### config.mk
export PLATFORM = sky130hd
export DESIGN_NAME = instruction_cache_controller
export DESIGN_NICKNAME = d
export VERILOG_FILES = /design/src/rtl/instruction_cache_controller.sv
export SDC_FILE = /design/constraint.sdc
export NUM_CORES = 2
export LEC_CHECK = 0
export BUFFER_PORTS_ARGS = -buffer_cell sky130_fd_sc_hd__buf_4
export CORE_MARGIN = 4
export CORE_UTILIZATION = 45
export CTS_BUF_LIST = sky130_fd_sc_hd__clkbuf_8
export DETAILED_ROUTE_END_ITERATION = 6
export MAX_ROUTING_LAYER = met4
export PLACE_DENSITY = 0.69
export RECOVER_POWER = 25
export SLEW_MARGIN = 0
export SYNTH_ARGS = -nofsm -noshare
export SYNTH_HDL_FRONTEND = slang
export SYNTH_SLANG_ARGS = --single-unit
### constraint.sdc
create_clock -name clock -period 34 [get_ports clock]
set_clock_uncertainty 0.05 [all_clocks]
set_input_delay 5.1 -clock clock [delete_from_list [all_inputs] [get_ports clock]]
set_output_delay 5.1 -clock clock [all_outputs]
set_load 0.01 [all_outputs]
### src/rtl/instruction_cache_controller.sv
// Direct-mapped instruction cache with a single-block refill sequencer.
// Fetches hit combinationally; misses stall via busywait while one block is read from memory.
module instruction_cache_controller #(
  parameter int unsigned NUM_SETS = 8,
  parameter int unsigned INDEX_W  = 3,
  parameter int unsigned TAG_W    = 25
) (
  input  logic                     clock,
  input  logic                     reset,
  input  logic                     cpu_read,
  input  logic [31:0]              cpu_address,
  output logic [31:0]              cpu_readdata,
  output logic                     busywait,
  output logic                     mem_read,
  output logic [TAG_W+INDEX_W-1:0] mem_address,
  input  logic [127:0]             mem_readdata,
  input  logic                     mem_busywait,
  output logic [31:0]              hit_count,
  output logic [31:0]              miss_count
);

  localparam int unsigned ADDR_W  = 32;
  localparam int unsigned BLOCK_W = 128;
  localparam int unsigned WORD_W  = 32;

  typedef enum logic [1:0] {IDLE, MEM_READ, FILL} state_t;

  state_t state, state_nxt;

  logic [NUM_SETS-1:0] valid;
  logic [TAG_W-1:0]    tag_store  [NUM_SETS];
  logic [BLOCK_W-1:0]  data_store [NUM_SETS];
  logic [BLOCK_W-1:0]  fill_buf;
  logic [WORD_W-1:0]   last_data;

  logic [INDEX_W-1:0] cpu_index;
  logic [TAG_W-1:0]   cpu_tag;
  logic [1:0]         word_sel;
  logic [INDEX_W-1:0] fill_index;
  logic [TAG_W-1:0]   fill_tag;
  logic [WORD_W-1:0]  sel_word;
  logic               hit;
  logic               unused_addr_bits;

  logic busy_c, start_miss, capture, do_fill, count_hit;

  assign cpu_index        = cpu_address[4 +: INDEX_W];
  assign cpu_tag          = cpu_address[ADDR_W-1 -: TAG_W];
  assign word_sel         = cpu_address[3:2];
  assign unused_addr_bits = ^cpu_address[1:0];
  assign fill_index       = mem_address[INDEX_W-1:0];
  assign fill_tag         = mem_address[INDEX_W +: TAG_W];

  assign hit      = cpu_read & valid[cpu_index] & (tag_store[cpu_index] == cpu_tag);
  assign sel_word = data_store[cpu_index][{word_sel, 5'b00000} +: WORD_W];

  // State register
  always_ff @(posedge clock or posedge reset) begin
    if (reset) state <= IDLE;
    else       state <= state_nxt;
  end

  // Next-state and control decode
  always_comb begin
    state_nxt  = state;
    busy_c     = 1'b0;
    start_miss = 1'b0;
    capture    = 1'b0;
    do_fill    = 1'b0;
    count_hit  = 1'b0;
    case (state)
      IDLE: begin
        if (hit) begin
          count_hit = 1'b1;
        end else if (cpu_read) begin
          busy_c     = 1'b1;
          start_miss = 1'b1;
          state_nxt  = MEM_READ;
        end
      end
      MEM_READ: begin
        busy_c = 1'b1;
        if (!mem_busywait) begin
          capture   = 1'b1;
          state_nxt = FILL;
        end
      end
      FILL: begin
        busy_c    = 1'b1;
        do_fill   = 1'b1;
        state_nxt = IDLE;
      end
      default: state_nxt = IDLE;
    endcase
  end

  assign busywait     = busy_c & ~reset;
  assign cpu_readdata = reset ? '0 : (count_hit ? sel_word : last_data);

  // Control registers, counters and refill buffer
  always_ff @(posedge clock or posedge reset) begin
    if (reset) begin
      valid       <= '0;
      mem_read    <= 1'b0;
      mem_address <= '0;
      hit_count   <= '0;
      miss_count  <= '0;
      last_data   <= '0;
      fill_buf    <= '0;
    end else begin
      if (count_hit) begin
        hit_count <= hit_count + 32'd1;
        last_data <= sel_word;
      end
      if (start_miss) begin
        mem_address <= {cpu_tag, cpu_index};
        mem_read    <= 1'b1;
        miss_count  <= miss_count + 32'd1;
      end
      if (capture) begin
        fill_buf <= mem_readdata;
        mem_read <= 1'b0;
      end
      if (do_fill) valid[fill_index] <= 1'b1;
    end
  end

  // Line storage; only written on the fill cycle, which reset cancels
  always_ff @(posedge clock) begin
    if (do_fill && !reset) begin
      data_store[fill_index] <= fill_buf;
      tag_store[fill_index]  <= fill_tag;
    end
  end

endmodule
==> run summary <==
Design area - 0.06622 sq mm
TritonCTS clock tree - built
Post-Route WL - 129400 microns
Clock Pin Slew Worst Setup and Hold Paths - 0.05 ns
Register area - 0.04334 sq mm
Max Slew Vio Count - 0
Setup TNS - 0 ns
Yosys top cell area share - 63.92%
Leading area contributor after synthesis - edfxtp_1
RSZ-0062 raised after global routing - no
Routed length per placed instance - 26.31 microns
Num CTS Buffers - 228
WP data required - 28.85 ns
Routed via count - 27510
Fmax achieved - 0.06494 GHz
Hold_buf cts - 0
Crit path DAT - 10.25 ns
Power per Cell Area - 68.13 mW/mm^2
Total nets after synthesis - 2796
Die W - 365.5 microns
Share of layout cells above drive strength 1 - 38.62%
WS Path Type - primary input to output pin
Nets - 3231
Crit start category - primary input
Post-DP Area - 0.06157 sq mm
Final hold viol count - 0
Static leakage - 23.16 nW
Post-CTS Setup Bufs - 0
Min cycle time layout - 15.40 ns
Simple-Gate Fraction of Synth Area - 2.291%
Synth unique cells - 49
Skew-Pair Late Insertion Delay - 0.92 ns
Normalized max-slew margin - 23.71%
# fillers - 9679
Post-synthesis async set-or-reset flop share - 17.69%
Hold Crit Class - register to register
Post-synth top flop - edfxtp_1
Max-cap viol count - 0
Routed Antenna Nets - 0
H-Tree Depth - 4
Post-DP HPWL - 71700 microns
Initial antenna violation count - 9
Hold depth - 1
RD Place Congestion - 0.7940
CTS root buf - clkbuf_8
Die H - 365.5 microns
Max rail drop VDD - 62.11 uV
Area growth from synthesis to layout - 15.17%
Site Rows - 130
Worst Reg-to-Reg Cells - 7
Synth Area in Compound Gates - 0.6398%
Fin crit share - 45.29%
Io pins - 290
Post-synth EDFFs - 1224
Sequential fraction of the synthesis area - 75.37%
Worst-Margin Slew - 1.144 ns
First-pass GRT wire length - 190600 microns
Syn Inst Count - 2624
Critical path endpoint category - output pin
Multi-input logic area - 0.01353 sq mm
Synth cell count leaders - edfxtp_1, mux4_2, dfrtp_1
Pin count of the biggest net entering global routing - 163
Mux share of post-synthesis cell area - 19.19%
DRT Pass-1 Iters - 5
Mean Syn Cell Area - 21.91 sq um
Input/output buffers - 287
Die area - 0.1336 sq mm
Largest family of logic cells by synthesized area - multiplexers
Dominant cells by area after synthesis - edfxtp_1, mux4_2, dfrtp_1
Yosys warnings - 0
Core Region - 0.1262 sq mm
Xor/xnor share of the synthesized area - 1.127%
Vias per std cell - 5.595
Clock tree buffer depth - 3
Power, Total - 0.004512 W
Aggregate global-route resource usage - 20.12%
CP max FO - 64
Residual DRC - 0
Post_cts resized - 0
Grt total ovfl - 0
Clock Sinks - 1487
Seq cells post-synth - 1487
Most common cell in the netlist - edfxtp_1
Detailed Route Iter0 Violations - 2088
Status - complete, no violations
# setup viols final - 0
Vias in the first global route - 29620
Initial core utilization - 45.55%
Post-Synth Adder-Cell Area - 0.1741%
Mapped Area - 0.05750 sq mm
==> cells by family after synthesis <==
| family | Yosys count |
|---|---|
| and+or+nand+nor | 233 |
| DFF | 1487 |
| buffers and inverters | 141 |
| AOI/OAI and AO/OA | 53 |
| xor gates and xnor gates | 74 |
| muxes | 628 |
| adders and majority gates | 8 |
==> registers in the layout (all words and copies together) (netlist names), 2 cells and up <==
name and flops:
fill_buf 128, valid 8, tag_store 200, hit_count 32
miss_count 32, last_data 32, mem_address 28, state 2
data_store 1024
==> area by class of cell <==
class	count	share of cell area (%)
clock buffers	267	5.549
flip-flops and latches	1487	65.44
diodes	7	0.02645
repair buffers	335	3.906
multi-input cells	996	20.43
well taps	1650	3.118
inverters	11	0.07369
clock inverters	164	1.453
==> critical path: stages <==
cell and delay, ns:
clkbuf_8 0.50, buf_4 0.85, nand2_1 0.39, o22ai_1 0.29, or3_1 0.14, nand4_1 0.08, or4_1 0.71, nor4_4 0.30
buf_4 0.83, mux2_2 0.44, and2_1 0.28, buf_4 0.20
==> cell usage in the layout (no fill, tap or decap), types with 35 or more instances in the layout <==
cell type	n
and2_1	35
buf_4	328
clkbuf_8	268
dfrtp_1	263
edfxtp_1	1224
inv_1	98
mux2_2	227
mux4_2	346
nand2_1	43
xnor2_1	44
==> power breakdown <==
part	leakage, nW	total, W	internal (W)	switching (W)
combinational	6.13	0.000433	0.000219	0.000214
clock	2.70	0.00146	0.000789	0.000674
sequential	14.3	0.00262	0.00238	0.000239
==> per-stage QoR <==
step,hold WS (ns),worst slack [ns],util (%),std cells
2_1_floorplan,0.3733,13.35,-,2624
3_3_place_gp,0.3843,18.55,48.78,4479
3_5_place_dp,0.4041,18.50,48.78,4479
4_1_cts,0.4164,18.48,52.45,4910
5_1_grt,0.4253,18.25,52.46,4917
6_report,0.4219,18.60,52.46,4917
==> routing by layer <==
layer  up-vias  GRT usage [%]  wire length, microns
li1      11740              -                     -
met1     14630          24.89                 51160
met2       935          33.90                 67180
met3       204          4.003                  8178
met4         0          5.959                  2841
met5         -              -                     0
==> path summary, 6_finish.rpt <==
kind	start	endpoint	slack, ns
max in group asynchronous	reset	fill_buf[39]	27.85
min in group asynchronous	reset	last_data[6]	4.32
setup / recovery	cpu_address[6]	cpu_readdata[0]	18.60
hold / removal	valid[5]	valid[5]	0.42
hold reg to reg	valid[5]	valid[5]	0.42
setup reg to reg	state[0]	data_store[6][84]	29.64
Note: power is estimated with default switching activity, not from simulation.
